`config.mk`:
```
export PLATFORM = sky130hd
export DESIGN_NAME = colour_sequencer
export DESIGN_NICKNAME = d
export VERILOG_FILES = /design/src/rtl/colour_seq_pkg.sv /design/src/rtl/button_debouncer.sv /design/src/rtl/colour_sequencer.sv
export SDC_FILE = /design/constraint.sdc
export NUM_CORES = 1
export LEC_CHECK = 0
export ABC_AREA = 1
export CAP_MARGIN = 20
export CORE_ASPECT_RATIO = 0.9
export CORE_MARGIN = 2
export CORE_UTILIZATION = 60
export DETAILED_ROUTE_END_ITERATION = 16
export PLACE_DENSITY = 0.89
export SYNTH_ARGS = -nofsm -noshare
export SYNTH_HDL_FRONTEND = slang
export SYNTH_SLANG_ARGS = --single-unit
```
`constraint.sdc`:
```
create_clock -name clk -period 4.8 [get_ports clk]
set_input_delay 0.72 -clock clk [delete_from_list [all_inputs] [get_ports clk]]
set_output_delay 0.72 -clock clk [all_outputs]
set_load 0.02 [all_outputs]
```
`src/rtl/colour_seq_pkg.sv`:
```
// Shared types, colour constants and colour wrap helpers for colour_sequencer.
// Latency: combinational helpers only, no state.
// Backpressure: not applicable; used by the sequencer and its bench-free logic.
package colour_seq_pkg;

    typedef enum logic [1:0] {
        LOCKOUT = 2'd0,
        IDLE    = 2'd1,
        PRESSED = 2'd2,
        REPEAT  = 2'd3
    } state_t;

    localparam logic [2:0] COL_OFF   = 3'b000;
    localparam logic [2:0] COL_FIRST = 3'b001;
    localparam logic [2:0] COL_LAST  = 3'b110;

    // Up step: 001..110 then wrap to 001. Off (and the unused 111) land on 001.
    function automatic logic [2:0] colour_next(input logic [2:0] c);
        logic [2:0] n;
        if ((c == COL_OFF) || (c >= COL_LAST)) begin
            n = COL_FIRST;
        end else begin
            n = c + 3'd1;
        end
        return n;
    endfunction

    // Down step: 110..001 then wrap to 110. Off (and the unused 111) land on 110.
    function automatic logic [2:0] colour_prev(input logic [2:0] c);
        logic [2:0] p;
        if ((c == COL_OFF) || (c == COL_FIRST) || (c > COL_LAST)) begin
            p = COL_LAST;
        end else begin
            p = c - 3'd1;
        end
        return p;
    endfunction

endpackage

```
`src/rtl/button_debouncer.sv`:
```
// Level debouncer: output follows input only after DEBOUNCE_CYCLES equal samples.
// Latency: DEBOUNCE_CYCLES clock edges from a stable input change to o_level.
// Backpressure: none; pulses shorter than DEBOUNCE_CYCLES are dropped.
//
// Ports:
//   i_clk    core clock (rising edge)
//   i_rst_n  asynchronous active-low reset
//   i_level  already-synchronised input level
//   o_level  debounced level (reset 0)
module button_debouncer #(
    parameter int DEBOUNCE_CYCLES = 4
) (
    input  logic i_clk,
    input  logic i_rst_n,
    input  logic i_level,
    output logic o_level
);

    localparam int         CW = (DEBOUNCE_CYCLES > 1) ? $clog2(DEBOUNCE_CYCLES) : 1;
    localparam logic [CW-1:0] TC = CW'(DEBOUNCE_CYCLES - 1);

    logic [CW-1:0] r_cnt;
    logic          r_level;

    // r_cnt counts consecutive samples that disagree with r_level; any
    // agreeing sample restarts the count, so a glitch never accumulates.
    always_ff @(posedge i_clk or negedge i_rst_n) begin
        if (!i_rst_n) begin
            r_cnt   <= '0;
            r_level <= 1'b0;
        end else if (i_level == r_level) begin
            r_cnt <= '0;
        end else if (r_cnt == TC) begin
            r_level <= i_level;
            r_cnt   <= '0;
        end else begin
            r_cnt <= r_cnt + CW'(1);
        end
    end

    assign o_level = r_level;

endmodule

```
`src/rtl/colour_sequencer.sv`:
```
// Button-driven 3-bit colour stepper with hold-to-auto-repeat.
// Latency: press steps colour on the 3rd edge after button is sampled high (+DEBOUNCE_CYCLES with debounce).
// Backpressure: none; step is a one-cycle strobe that the consumer must accept.
//
// Ports:
//   clk     single clock, rising edge
//   rst     asynchronous active-low reset
//   button  raw push-button (asynchronous)
//   dir     step direction, 1 = up, 0 = down (quasi-static, asynchronous)
//   colour  registered colour code, 000 after reset, then 001..110
//   step    one-cycle strobe, high in the cycle colour takes a new value
// Build option: define COLOUR_SEQ_DEBOUNCE_EN to insert button_debouncer
// after the button synchroniser; otherwise the synchroniser drives btn_db.
module colour_sequencer
    import colour_seq_pkg::*;
#(
    parameter int DEBOUNCE_CYCLES = 4,
    parameter int HOLD_CYCLES     = 50_000_000,
    parameter int REPEAT_CYCLES   = 12_500_000
) (
    input  logic       clk,
    input  logic       rst,
    input  logic       button,
    input  logic       dir,
    output logic [2:0] colour,
    output logic       step
);

    localparam int            MAX_CYC   = (HOLD_CYCLES > REPEAT_CYCLES) ? HOLD_CYCLES : REPEAT_CYCLES;
    localparam int            CW        = $clog2(MAX_CYC);
    localparam logic [CW-1:0] HOLD_TC   = CW'(HOLD_CYCLES - 1);
    localparam logic [CW-1:0] REPEAT_TC = CW'(REPEAT_CYCLES - 1);

    logic          r_btn_meta;
    logic          r_btn_sync;
    logic          r_dir_meta;
    logic          r_dir_sync;
    logic          r_armed;
    logic          w_btn_db;
    logic [2:0]    w_col_stepped;
    state_t        r_state;
    logic [CW-1:0] r_cnt;
    logic [2:0]    r_colour;
    logic          r_step;

    // Two-flop synchronisers for both asynchronous inputs.
    always_ff @(posedge clk or negedge rst) begin
        if (!rst) begin
            r_btn_meta <= 1'b0;
            r_btn_sync <= 1'b0;
            r_dir_meta <= 1'b0;
            r_dir_sync <= 1'b0;
            r_armed    <= 1'b0;
        end else begin
            r_btn_meta <= button;
            r_btn_sync <= r_btn_meta;
            r_dir_meta <= dir;
            r_dir_sync <= r_dir_meta;
            r_armed    <= 1'b1;
        end
    end

`ifdef COLOUR_SEQ_DEBOUNCE_EN
    button_debouncer #(
        .DEBOUNCE_CYCLES (DEBOUNCE_CYCLES)
    ) u_debouncer (
        .i_clk   (clk),
        .i_rst_n (rst),
        .i_level (r_btn_sync),
        .o_level (w_btn_db)
    );
`else
    logic [31:0] w_unused_db;
    assign w_unused_db = DEBOUNCE_CYCLES;
    assign w_btn_db    = r_btn_sync;
`endif

    assign w_col_stepped = r_dir_sync ? colour_next(r_colour) : colour_prev(r_colour);

    // The reset-zeroed synchroniser reads 0 for the first edges after reset
    // even if the button is held, so LOCKOUT only trusts a low reading once
    // the first post-reset sample has reached the metastability flop and the
    // whole input path (meta, sync, debounced) agrees the button is up.
    always_ff @(posedge clk or negedge rst) begin
        if (!rst) begin
            r_state  <= LOCKOUT;
            r_cnt    <= '0;
            r_colour <= COL_OFF;
            r_step   <= 1'b0;
        end else begin
            r_step <= 1'b0;
            case (r_state)
                LOCKOUT: begin
                    if (r_armed && !r_btn_meta && !r_btn_sync && !w_btn_db) begin
                        r_state <= IDLE;
                    end
                end
                IDLE: begin
                    if (w_btn_db) begin
                        r_colour <= w_col_stepped;
                        r_step   <= 1'b1;
                        r_cnt    <= '0;
                        r_state  <= PRESSED;
                    end
                end
                PRESSED: begin
                    // Release is tested first so it beats a coincident expiry.
                    if (!w_btn_db) begin
                        r_state <= IDLE;
                    end else if (r_cnt == HOLD_TC) begin
                        r_colour <= w_col_stepped;
                        r_step   <= 1'b1;
                        r_cnt    <= '0;
                        r_state  <= REPEAT;
                    end else begin
                        r_cnt <= r_cnt + CW'(1);
                    end
                end
                REPEAT: begin
                    if (!w_btn_db) begin
                        r_state <= IDLE;
                    end else if (r_cnt == REPEAT_TC) begin
                        r_colour <= w_col_stepped;
                        r_step   <= 1'b1;
                        r_cnt    <= '0;
                    end else begin
                        r_cnt <= r_cnt + CW'(1);
                    end
                end
                default: begin
                    r_state <= LOCKOUT;
                end
            endcase
        end
    end

    assign colour = r_colour;
    assign step   = r_step;

endmodule
```
Word level (Yosys, flattened, before mapping)
Cells that the tools add are included.

storage, ports and cells
  logic and storage cells = 69
  input port bits = 4
  output and inout port bits = 4
  memories kept = 0
  flip-flop bits (word level) = 37
  memory bits (read-only) = 0
  bits in writable memories = 0
  latch bits = 0

cells by class
  $add $sub $neg = 3
  bitwise operators = 0
  equal/unequal tests = 14
  order comparisons = 2
  div/mod/pow operators = 0
  reductions and logical operators = 14
  shift-type cells = 0
  multiplexer cells = 27
  multipliers = 0

operator list
  cell                   number
  $mux 26                5
  $pmux 26 s3            1
  $add 26x1->26 const B  1
  $eq 26x24->1 const B   1
  $eq 26x26->1 const B   1
  $mux 3                 8
  $ne 2x2->1 const B     7
  $mux 2                 5
  $pmux 3 s3             1
  $pmux 2 s4             1
  $reduce_and 4->1       2
  $reduce_and 6->1       1
  $mux 1                 5
  $eq 2x2->1 const B     2
  $add 3x1->3 const B    1
  $eq 3x1->1 const B     1
  $ge 3x3->1 const B     1
  $gt 3x3->1 const B     1
  $logic_and 1x1->1      3
  $logic_not 3->1        1
  $logic_or 1x1->1       3
  $ne 3x3->1 const B     1
  $pmux 1 s3             1
  $reduce_bool 3->1      1
  other kinds (4)        5

Longest topological paths before layout
  depth after elaboration = 8
  gate-level depth with buffers = 11
  gate-level depth less buffers = 11

Least setup slack after synthesis
OpenSTA, ideal clock, no wires.

  path type = reg2reg
  start point = register r_state[0]
  end point = register r_cnt[21]
  setup time = 0.114 ns
  required time = 4.686 ns
  buffers on the path = 1
  arrival time = 1.609 ns
  period minus slack after synthesis = 1.723 ns
  setup slack = 3.077 ns
  cell stages (with the launch flop) = 10
  cells stage by stage = dfrtp_1 inv_1 ha_1 nand2_1 nand3_2 inv_1 buf_1 o21bai_1 nand3_1 inv_1

between the ends
  longest elaborated chain between the ends = 3
  elaborated cells on any way between the ends = 9
  classes of those cells = eq/ne (6); mux (1); reduce/logical (2)

ends and longest elaborated chain
  what                                                              RTL line                 source
  from (decl)                                                       colour_sequencer.sv:41   state_t r_state;
  from (signal assigned)                                            colour_sequencer.sv:86   r_state <= LOCKOUT;
  from (signal assigned)                                            colour_sequencer.sv:95   r_state <= IDLE;
  from (signal assigned)                                            colour_sequencer.sv:103  r_state <= PRESSED;
  $eq 2x2->1 or $eq 2x1->1 (tied branches)                          colour_sequencer.sv:92   case (r_state)
  $ne 2x2->1 (no source line) or $reduce_bool 3->1 (tied branches)  --
  $reduce_and 4->1 (no source line)                                 --
  to (signal assigned)                                              colour_sequencer.sv:116  r_cnt <= r_cnt + CW'(1);
  to (signal assigned)                                              colour_sequencer.sv:127  r_cnt <= r_cnt + CW'(1);
  to (decl)                                                         colour_sequencer.sv:42   logic [CW-1:0] r_cnt;

Several ways; a longest one is shown, not always the timed one.
A chain may end at the register's enable or synchronous reset.

Final worst setup path
  start point = register r_state[0]
  end point = register r_cnt[16]

Same word-level chain as after synthesis.

==> run_results.csv <==
group,metric,value,unit
status,status,"finished clean",
job,cap_viol_max_count,0,
cells_and_area,areaGrowthSynthToFinish,8.26,%
yosys,synthAdderAreaFrac,5.90,%
yosys,yosysTopAreaCell,"dfrtp_1",
global_routing,grt_util_met1,33.4,%
yosys,synth-edff-count,0,
yosys,synth_commonest_cells,"nand2_1 (123), inv_1 (51), nor2_1 (48), dfrtp_1 (37), nand3_1 (34)",
cts,cts.sink_count,37,
sta,finalMaxSlewViolations,0,
global_routing,antenna_found_initial,0,
critical_path,critPathRequiredTime,4990,ps
cells_and_area,diodes,0,
cts,cts_buffer_depth,2,
pwr,powerDensity,383,nW/um2
routing,firstDrtPassIters,5,
global_routing,grt_usage,24.8,%
critical_path,path_max_fanout,23,
yosys,seq_area_frac_synth,36.4,%
floorplanning,dieArea,4780,um2
sta,period_share,52.8,%
cts,clkSlewWorstSetupHoldPaths,80,ps
cts,clock-root-buffer,"clkbuf_8",
critical_path,worstSetupPathType,"flip-flop to flip-flop",
cts,cts_setup_buffers,0,
yosys,synthXorXnorAreaFrac,1.72,%
routing,ant_nets,0,
global_routing,busiest_layer,"met2",
yosys,synth_cell_types,33,
floorplanning,row_count,22,
hold_path,hold_path_class,"flip-flop to flip-flop",
sta,tns,0,ps
yosys,avgSynthCellArea,6.86,um2
routing,wire_per_inst,12.2,um
yosys,synth_top_family_by_area,"simple AND/OR/NAND/NOR gates",
yosys,syn_nets,387,
yosys,synth_mux_area_share,0,%
routing,vias,2275,
global_routing,grt_pass1_wl,9320,um
floorplanning,die_h,65.8,um
global_routing,use_met3,5.79,%
yosys,syn_area,2550,um2
place,hpwlAfterDp,3800,um
yosys,yosysMostFrequentCell,"nand2_1",
critical_path,r2r_setup_slack,2270,ps
pwr,peakVddDrop,0.221,mV
global_routing,grt_max_degree,38,
cells_and_area,nNetsFinal,394,
floorplanning,die_w,72.7,um
sta,rsz0062_at_grt,"no",
cts,hold_buffers,0,
global_routing,grtUsageMet2,39.3,%
pwr,p_leak,1.42,nW
yosys,synth-seq-cells,37,
cells_and_area,final_cell_count_no_fill,427,
cells_and_area,drive_above_1_share,6.60,%
critical_path,end_kind,"flip-flop",
critical_path,start_kind,"flip-flop",
routing,routed_wirelength,5200,um
cts,cts-buffers-inserted,5,
floorplanning,initial_core_util,62.5,%
place,portBuffers,7,
routing,initialDrtViolationCount,172,
routing,via_per_inst,5.33,
yosys,yosys.area_share.simple,41.6,%
sta,slew_headroom,48.1,%
routing,drc,0,
yosys,ys.flop_type,"dfrtp_1",
yosys,yosys_warnings,0,
place,place_congestion,0.921,
sta,skew,6.79,ps
sta,fmax,0.395,GHz
cts,worstSkewPairLatency,290,ps
floorplanning,io-pin-count,8,
yosys,syn_inst,371,
yosys,synth_top_area_share,36.4,%
cts,htree_levels,2,
sta,min_period,2530,ps
yosys,synth_area_leaders,"dfrtp_1 (36%), nand2_1 (18%), inv_1 (7.5%), nor2_1 (7.1%), nand3_1 (6.7%)",
sta,setup_viol_count_final,0,
critical_path,arrival,2730,ps
global_routing,grt_pass1_vias,2156,
cts,cts_tree,"done",
cts,cts_resized,0,
yosys,synthArstFlopShare,100,%
yosys,synth_compound_area_share,4.86,%
place,dp_cells,419,
floorplanning,coreArea,4070,um2
sta,tightest_slew,779,ps
sta,hold_viol,0,
global_routing,gr-total-overflow,0,
-- where the power goes --
part	switching [W]	internal (W)	total [W]	leakage, nW
Combinational	0.000235	0.000123	0.000358	0.858
Sequential	0.0000378	0.000340	0.000377	0.497
Clock	0.000113	0.000206	0.000319	0.0681
-- logic make-up (layout without fill, tap and decap cells) --
kind of cell	count (synthesis)	after routing
flops	37	37
simple gates	238	238
xor+xnor	5	5
other cells	1	1
fa+ha+maj	12	12
buf+inv	58	66
compound gates	20	20
-- state kept, by name, summed over array words and instances, names as in the netlist --
register	cells
r_cnt	26
colour	3
r_state	2
r_armed	1
r_btn_meta	1
r_btn_sync	1
r_dir_meta	1
r_dir_sync	1
step	1
-- routing by layer --
| layer | share of wire, % | vias to the layer above |
|---|---|---|
| met5 | 0 | - |
| met4 | 1.3 | 0 |
| met3 | 6.3 | 8 |
| met1 | 47 | 1031 |
| met2 | 46 | 61 |
| li1 | - | 1175 |
-- area by class of cell --
cell class / instances / area, um2
multi-input cells: 276 / 1380
fillers: 353 / 1320
flip-flops and latches: 37 / 926
inverters: 51 / 191
clock buffers: 5 / 68.8
clock inverters: 3 / 65.1
repair buffers: 7 / 65.1
well taps: 48 / 60.1
-- path summary, 6_finish.rpt --
kind                       cells past startpoint          to        from
setup reg to reg                               9   r_cnt[16]  r_state[0]
min in group asynchronous                      1   colour[2]         rst
hold / removal                                 0  r_dir_sync  r_dir_meta
setup / recovery                               9   r_cnt[16]  r_state[0]
max in group asynchronous                      1   r_cnt[10]         rst
hold reg to reg                                0  r_dir_sync  r_dir_meta
-- cells in the final DEF, fill, tap and decap left out, types with 2 or more instances in the layout --
cell type,synthesis,routed
clkdlybuf4s50_1,0,6
dfrtp_1,37,37
o21ai_0,7,7
or2_2,2,2
nand2_2,4,4
a21oi_1,5,5
ha_1,12,12
nor2_2,2,2
nand4_1,12,12
nor2_1,48,48
clkbuf_8,0,5
nand3b_1,4,4
a21o_1,3,3
nand3_2,3,3
nand3_1,34,34
bufinv_16,0,2
xor2_1,4,4
inv_1,51,51
nand2_1,123,123
-- critical path: stages (launching register included) --
cell and delay [ps]:
dfrtp_1 430, inv_1 110, ha_1 290, nand2_1 140
nand3_2 410, inv_1 520, nor3_2 120, or2_2 300
nand3_2 70, inv_1 40
-- stage by stage --
stage | utilization, % | hold WS (ps) | area [um2] | power (W) | worst slack (ps)
5_1_grt | 67.7 | 365 | 2760 | 0.00113 | 2050
4_1_cts | 67.7 | 348 | 2760 | 0.00106 | 2240
3_5_place_dp | 64.4 | 335 | 2620 | 0.000744 | 2260
3_3_place_gp | 64.4 | 336 | 2620 | 0.000729 | 2410
2_1_floorplan | - | 331 | 2550 | 0.000654 | 3080
6_report | 67.7 | 345 | 2760 | 0.00105 | 2270
Power figures use the tool's default switching activity.
